## config.mk

```make
export PLATFORM = sky130hd
export DESIGN_NAME = iccm_access_arbiter
export DESIGN_NICKNAME = d
export VERILOG_FILES = /design/src/rtl/iccm_access_arbiter.sv
export SDC_FILE = /design/constraint.sdc
export NUM_CORES = 1
export LEC_CHECK = 0
export ABC_AREA = 1
export BUFFER_PORTS_ARGS = -buffer_cell sky130_fd_sc_hd__buf_4
export CAP_MARGIN = 20
export CORE_ASPECT_RATIO = 1.75
export CORE_MARGIN = 3
export CORE_UTILIZATION = 25
export DETAILED_ROUTE_END_ITERATION = 6
export HOLD_SLACK_MARGIN = 0.05
export PLACE_DENSITY = 0.51
export SLEW_MARGIN = 20
export SYNTH_ARGS = -nofsm -noshare
export SYNTH_HDL_FRONTEND = slang
export SYNTH_SLANG_ARGS = --single-unit
```

## constraint.sdc

```tcl
create_clock -name clk_i -period 3.01 [get_ports clk_i]
set_input_delay 0.602 -clock clk_i [delete_from_list [all_inputs] [get_ports clk_i]]
set_output_delay 0.602 -clock clk_i [all_outputs]
set_load 0.01 [all_outputs]
```

## src/rtl/iccm_access_arbiter.sv

```systemverilog
// ICCM arbiter between the loader write buffer and core instruction fetches.
// Define ICCM_ARB_STARVE_GUARD_EN to let queued writes preempt a long-running core fetch stream.
module iccm_access_arbiter #(
  parameter int FIFO_DEPTH   = 4,
  parameter int STARVE_LIMIT = 8
) (
  input  logic        clk_i,
  input  logic        rst_ni,
  input  logic        ld_we_i,
  input  logic [13:0] ld_addr_i,
  input  logic [31:0] ld_wdata_i,
  input  logic        ld_reset_i,
  input  logic        core_req_i,
  input  logic [13:0] core_addr_i,
  output logic        core_gnt_o,
  output logic        core_rvalid_o,
  output logic [31:0] core_rdata_o,
  output logic        mem_csb_o,
  output logic        mem_web_o,
  output logic [13:0] mem_addr_o,
  output logic [31:0] mem_wdata_o,
  input  logic [31:0] mem_rdata_i,
  output logic        core_rst_no,
  output logic        fifo_full_o,
  output logic        overflow_o
);

  localparam int PTR_W = (FIFO_DEPTH > 1) ? $clog2(FIFO_DEPTH) : 1;
  localparam int CNT_W = PTR_W + 1;

  typedef enum logic [1:0] {BOOT, DRAIN, RUN} state_e;

  state_e           state_q, state_d;
  logic [PTR_W-1:0] wr_ptr_q, wr_ptr_d, rd_ptr_q, rd_ptr_d;
  logic [CNT_W-1:0] count_q, count_d;
  logic             overflow_q, overflow_d;
  logic             core_rst_q, core_rst_d;
  logic             rvalid_q, rvalid_d;
  logic [13:0]      fifo_addr_q [FIFO_DEPTH];
  logic [31:0]      fifo_data_q [FIFO_DEPTH];

  logic fifo_empty, push, pop, starve_fire;

  assign fifo_empty  = (count_q == '0);
  assign fifo_full_o = (count_q == CNT_W'(FIFO_DEPTH));

  // Core wins only in RUN; every other cycle a non-empty FIFO drains one word.
  assign core_gnt_o = (state_q == RUN) && core_req_i && !starve_fire;
  assign pop        = !fifo_empty && !core_gnt_o;
  assign push       = ld_we_i && (!fifo_full_o || pop);

  assign mem_csb_o   = !(core_gnt_o || pop);
  assign mem_web_o   = !pop;
  assign mem_addr_o  = core_gnt_o ? core_addr_i : fifo_addr_q[rd_ptr_q];
  assign mem_wdata_o = fifo_data_q[rd_ptr_q];

  assign core_rvalid_o = rvalid_q;
  assign core_rdata_o  = rvalid_q ? mem_rdata_i : 32'h0;
  assign core_rst_no   = core_rst_q;
  assign overflow_o    = overflow_q;

`ifdef ICCM_ARB_STARVE_GUARD_EN
  localparam int SC_W = $clog2(STARVE_LIMIT + 1);
  logic [SC_W-1:0] starve_q, starve_d;

  assign starve_fire = (starve_q == SC_W'(STARVE_LIMIT));

  always_comb begin
    starve_d = starve_q;
    if (pop) begin
      starve_d = '0;
    end else if (core_gnt_o && !fifo_empty && !starve_fire) begin
      starve_d = starve_q + SC_W'(1);
    end
  end

  always_ff @(posedge clk_i or negedge rst_ni) begin
    if (!rst_ni) starve_q <= '0;
    else         starve_q <= starve_d;
  end
`else
  // Strict core priority; the limit only matters when the guard is built in.
  assign starve_fire = 1'b0 && (STARVE_LIMIT > 0);
`endif

  always_comb begin
    state_d = state_q;
    unique case (state_q)
      BOOT:    if (!ld_reset_i) state_d = DRAIN;
      DRAIN:   if (ld_reset_i) state_d = BOOT;
               else if (fifo_empty) state_d = RUN;
      RUN:     if (ld_reset_i) state_d = BOOT;
      default: state_d = BOOT;
    endcase
  end

  always_comb begin
    wr_ptr_d   = push ? wr_ptr_q + PTR_W'(1) : wr_ptr_q;
    rd_ptr_d   = pop  ? rd_ptr_q + PTR_W'(1) : rd_ptr_q;
    count_d    = count_q;
    unique case ({push, pop})
      2'b10:   count_d = count_q + CNT_W'(1);
      2'b01:   count_d = count_q - CNT_W'(1);
      default: count_d = count_q;
    endcase
    overflow_d = overflow_q || (ld_we_i && fifo_full_o && !pop);
    // Core reset rises one cycle after RUN is entered, falls on the edge into BOOT.
    core_rst_d = (state_q == RUN) && (state_d == RUN);
    rvalid_d   = core_gnt_o;
  end

  always_ff @(posedge clk_i or negedge rst_ni) begin
    if (!rst_ni) begin
      state_q    <= BOOT;
      wr_ptr_q   <= '0;
      rd_ptr_q   <= '0;
      count_q    <= '0;
      overflow_q <= 1'b0;
      core_rst_q <= 1'b0;
      rvalid_q   <= 1'b0;
    end else begin
      state_q    <= state_d;
      wr_ptr_q   <= wr_ptr_d;
      rd_ptr_q   <= rd_ptr_d;
      count_q    <= count_d;
      overflow_q <= overflow_d;
      core_rst_q <= core_rst_d;
      rvalid_q   <= rvalid_d;
    end
  end

  always_ff @(posedge clk_i) begin
    if (push) begin
      fifo_addr_q[wr_ptr_q] <= ld_addr_i;
      fifo_data_q[wr_ptr_q] <= ld_wdata_i;
    end
  end

endmodule
```

# ---- Word-level counts from Yosys, hierarchy flattened
# Memory sizes are Yosys's and may differ from the RTL's.
# Cells that the tools add are included.
dict set report word_totals {
  wordCells 46
  n_memories 2
  input_bits 97
  out_inout_bits 85
  reg_bits 12
  mem_bits_rw 184
}
dict set report classes {
  n_eq_ne 6
  reduce_logical 17
  n_addsub 4
  n_mux 10
}
# memory words width read_ports rd_clocked_by_memory_dff write_ports line
set memory_table {}
lappend memory_table {fifo_data_q 4 32 1 0 1 40} ;# logic [31:0] fifo_data_q [FIFO_DEPTH];
lappend memory_table {fifo_addr_q 4 14 1 0 1 39} ;# logic [13:0] fifo_addr_q [FIFO_DEPTH];
# operator n
set op_table {}
lappend op_table {{32-bit 2-to-1 mux} 1}
lappend op_table {{14-bit 2-to-1 mux} 1}
lappend op_table {{2-bit 2-to-1 mux} 4}
lappend op_table {{2-bit == test, second input constant} 3}
lappend op_table {{1-bit logical AND} 6}
lappend op_table {{2-bit case mux with 3 select lines} 1}
lappend op_table {{3-bit case mux with 2 select lines} 1}
lappend op_table {{1-bit logical NOT} 5}
lappend op_table {{2-bit by 1-bit adder with 2-bit output, second input constant} 2}
lappend op_table {{2-bit by 1-bit == test with 1-bit output, second input constant} 2}
lappend op_table {{3-bit by 1-bit adder with 3-bit output, second input constant} 1}
lappend op_table {{3-bit == test, second input constant} 1}
lappend op_table {{3-bit logical NOT} 1}
lappend op_table {{1-bit logical OR} 3}
lappend op_table {{3-bit by 1-bit subtractor with 3-bit output, second input constant} 1}
lappend op_table {{2-bit logical NOT} 1}
lappend op_table {{1-bit 2-to-1 mux} 2}
lappend op_table {{2-bit nonzero test} 1}

# ---- Longest topological paths before layout
dict set report logic_depth {
  depth_word 8
  depth_mapped 10
  mapped_depth_nobuf 10
}

# ---- Least setup slack after synthesis
# OpenSTA, ideal clock, no wires.
dict set report synth_timing {
  kind {input -> register}
  startpoint {input core_req_i}
  endpoint {memory fifo_addr_q[0][0], enable pin}
  setup_slack_ps -382
  setup_time_ps 450
  stages 5
  required_time_ps 2560
  arrival_ps 2942
  path_cell_list {nand3_2 > inv_1 > nand2_1 > nand2_2 > nor2_1}
}
dict set report synth_via {
  elab_chain_len 7
}
# item line
set synth_lines {}
lappend synth_lines {{start, declared} 13} ;# input logic core_req_i,
lappend synth_lines {{1-bit logical AND} 48} ;# assign core_gnt_o = (state_q == RUN) && core_req_i && !starve_fire;
lappend synth_lines {{named net core_gnt_o} 15} ;# output logic core_gnt_o,
lappend synth_lines {{1-bit logical NOT} 49} ;# assign pop = !fifo_empty && !core_gnt_o;
lappend synth_lines {{1-bit logical AND} 49}
lappend synth_lines {{1-bit logical OR} 50} ;# assign push = ld_we_i && (!fifo_full_o || pop);
lappend synth_lines {{1-bit logical AND} 50}
lappend synth_lines {{1-bit 2-to-1 mux} 133} ;# if (push) begin
lappend synth_lines {{1-bit 2-to-1 mux (implied by the code)} 134} ;# fifo_addr_q[wr_ptr_q] <= ld_addr_i;
lappend synth_lines {{end, declared} 39}
# The timed path passes the listed nets, and every way through them passes these cells.

# ---- Worst setup path in the final report
dict set report layout_timing {
  startpoint {register rd_ptr_q[0]}
  endpoint {output mem_wdata_o[21]}
}
dict set report layout_via {
  elab_chain_len 1
}
# item line
set layout_lines {}
lappend layout_lines {{start, declared} 34} ;# logic [PTR_W-1:0] wr_ptr_q, wr_ptr_d, rd_ptr_q, rd_ptr_d;
lappend layout_lines {{start signal, assigned} 124} ;# rd_ptr_q <= rd_ptr_d;
lappend layout_lines {{memory read 4 x 32 bit} -}
lappend layout_lines {{end, declared} 21} ;# output logic [31:0] mem_wdata_o,
# No other way between the ends.

==> flow_summary.toml <==
[run_status]
status = "completed"

[logic_synthesis]
synth_edf_count = 184
synth.most_common_cell = "edfxtp_1"
async_flop_share_pct = 6.122
syn-mean-instance-area_sq_um = 12.47
syn_area_sq_um = 7859
synth-seq-area-share_pct = 74.13
synthTopCellsByCount = "edfxtp_1 (184), nor2_1 (144), o21ai_0 (70), inv_1 (50), nand2_1 (42)"
synth_nets = 732
ys_warn_count = 0
yosysTopAreaCell = "edfxtp_1"
synth_area_leaders = "edfxtp_1 (70%), nor2_1 (6.9%), o21ai_0 (4.5%)"
syn_inst = 630
synth_top_area_share_pct = 70.31
ys_ff_latch = 196
ys_types = 25
synth_flop_cell = "edfxtp_1"

[flow_run]
drv_cap = 0

[power]
ir_worst_vdd_v = 0.0005475
p_switching_w = 0.003315
pwr-share-comb_pct = 37.9
p_leak_nw = 4.082
p_per_area_nw_per_um2 = 914.9
power_frac_seq_pct = 39.4
internal_power_w = 0.006076
clockPowerShare_pct = 22.8
swShare_pct = 35.30

[sta]
max_slew_margin_pct = 67.91
final.min_clock_period_ns = 2.583
hold_viol = 0
fin_skew_ns = 0.01202
rsz0062_at_grt = "no"
fmax_ghz = 0.3872
setup_viol = 0
finalCritPeriodShare_pct = 85.81
worst_pin_slew_ns = 0.4813
tns_ns = 0
fin_ws_ns = 0.4271
finalMaxSlewViolations = 0

[route]
antenna_left = 0
drtPass1Iterations = 4
totalWireLength_mm = 19.67
drt-initial-drc-count = 180
vias = 5293
drcViolationCount = 0
post_drt_wl_per_cell_um = 16.17
routed_via_density = 4.349

[floorplanning]
start_util_pct = 25.48
pin_count = 182
die_y_um = 240.5
die_area_sq_um = 33680
fp.dieW_um = 140.0
num_rows = 85
coreArea_sq_um = 30840

[cts]
cts_htree_levels = 4
cts_resized = 0
numCtsBuffers = 17
cts_tree = "yes"
clk_pin_slew_ns = 0.07
post-cts-setup-buffers = 0
clock_path_buffers = 2
clk_latency_ns = 0.44
root_buffer = "clkbuf_16"
clock-sinks = 196

[placement]
io_buffers = 181
place_hpwl_mm = 12.58
gp_congestion = 0.6982
dpl_worst_slack_ns = 0.8223

[finish]
syn_to_final_growth_pct = 30.62
drive_gt1_share_pct = 29.30
post-route-util_pct = 33.28
final_nets = 915
antennaDiodeCount = 0

[critical_path]
start_kind = "flip-flop"
path_class = "reg -> out"
worstPathArrival_ns = 1.98
crit_path_end_kind = "output port"
crit_required_ns = 2.41
cp_max_fo = 45

[global_routing]
antenna_found_initial = 0
grt_pass1_wl_mm = 29.39
grt_max_degree = 94
track_usage_pct = 11.60
grt.overflow.total = 0
grt_pass1_vias = 5172

[worst_hold_path]
hp-class = "in -> reg"
layout make-up:
class / instances / area (sq um)
clock buffers: 18 / 429.2
clock inverters: 14 / 127.6
fillers: 3091 / 20580
inverters: 52 / 195.2
multi-input cells: 347 / 1672
flip-flops and latches: 196 / 5831
well taps: 391 / 489.2
repair buffers: 199 / 1521
power groups by stage:
stage | clock [W] | sequential [W] | combinational [W]
2_1_floorplan | 0 | 0.00375 | 0.00199
3_3_place_gp | 0 | 0.00375 | 0.00367
3_5_place_dp | 0 | 0.00376 | 0.00369
4_1_cts | 0.00223 | 0.00370 | 0.00370
5_1_grt | 0.00233 | 0.00374 | 0.00397
6_report | 0.00214 | 0.00370 | 0.00356
per-stage QoR:
step / power (W) / hold WS, ns / instance area (sq um) / cells
3_3_place_gp: 0.007420 / 0.4606 / 9698 / 1184
2_1_floorplan: 0.005743 / 0.3064 / 7859 / 630
4_1_cts: 0.009623 / 0.2869 / 10260 / 1217
6_report: 0.009391 / 0.3269 / 10260 / 1217
5_1_grt: 0.01003 / 0.3110 / 10260 / 1217
3_5_place_dp: 0.007445 / 0.4618 / 9698 / 1184
cell usage in the layout, fill, tap and decap left out:
master,Yosys,routed
o21ai_1,22,22
nand3_2,2,2
dlygate4sd3_1,0,1
bufinv_16,0,1
a31oi_1,14,14
nor2_4,1,5
nand2_1,42,42
inv_1,50,49
o21ai_0,70,70
nand2_2,3,3
dfrtp_1,12,10
ha_1,4,4
clkinv_1,0,2
dfrtp_4,0,1
buf_12,0,2
inv_2,2,3
xor2_1,3,3
nor2_1,144,140
clkinv_2,0,2
inv_8,0,2
dfrtp_2,0,1
nand3_1,4,4
edfxtp_1,184,184
inv_6,0,2
clkinv_4,0,2
o21bai_1,1,1
buf_4,5,196
clkbuf_1,12,1
a21oi_1,3,3
o22ai_1,33,33
clkbuf_16,0,17
fa_1,1,1
clkinvlp_4,0,3
flip-flops by register name, summed over array words and instances, names as in the netlist:
signal and flops:
core_rst_no 1, fifo_data_q 128, state_q 2, fifo_addr_q 56, rd_ptr_q 2, core_rvalid_o 1
overflow_o 1, wr_ptr_q 2, count_q 3
path summary, 6_finish.rpt:
check	startpoint	endpoint	slack [ns]	cells after the start
hold / removal	ld_reset_i	core_rst_no$_DFF_PN0_	0.33	2
setup / recovery	rd_ptr_q[0]$_DFFE_PN0N_	mem_wdata_o[21]	0.43	5
max in group asynchronous	rst_ni	rd_ptr_q[0]$_DFFE_PN0N_	2.28	2
hold reg to reg	overflow_o$_DFF_PN0_	overflow_o$_DFF_PN0_	0.49	1
setup reg to reg	state_q[1]$_DFF_PN0_	count_q[2]$_DFFE_PN0P_	1.18	10
min in group asynchronous	rst_ni	state_q[0]$_DFF_PN0_	0.55	2
metal layers:
| metal | track usage [%] | wire length [um] | vias to the layer above |
|---|---|---|---|
| li1 | - | - | 2570 |
| met5 | 0 | 0 | - |
| met4 | 4.761 | 342 | 0 |
| met1 | 12.46 | 7607 | 2557 |
| met3 | 3.093 | 1140 | 16 |
| met2 | 21.45 | 10580 | 150 |
repair_timing:
action                                  4_1_cts  5_1_grt
hold buffers                                  1        0
hold endpoints to repair                     12        0
endpoints found under the setup margin        0        0
critical path, stage by stage (launching register included):
cell and delay, ns:
dfrtp_4 0.50, inv_2 0.08, buf_4 0.42, o21ai_0 0.14, o22ai_1 0.21, buf_4 0.17
cells by family after synthesis:
family	after synthesis	synth area share [%]
adder cells (fa/ha/maj)	5	0.8916
AND/OR/NAND/NOR	196	9.776
AO/OA/AOI/OAI	143	9.887
XOR/XNOR	3	0.3344
buffers and inverters	87	4.983
flip-flops	196	74.13
Power figures use the tool's default switching activity.
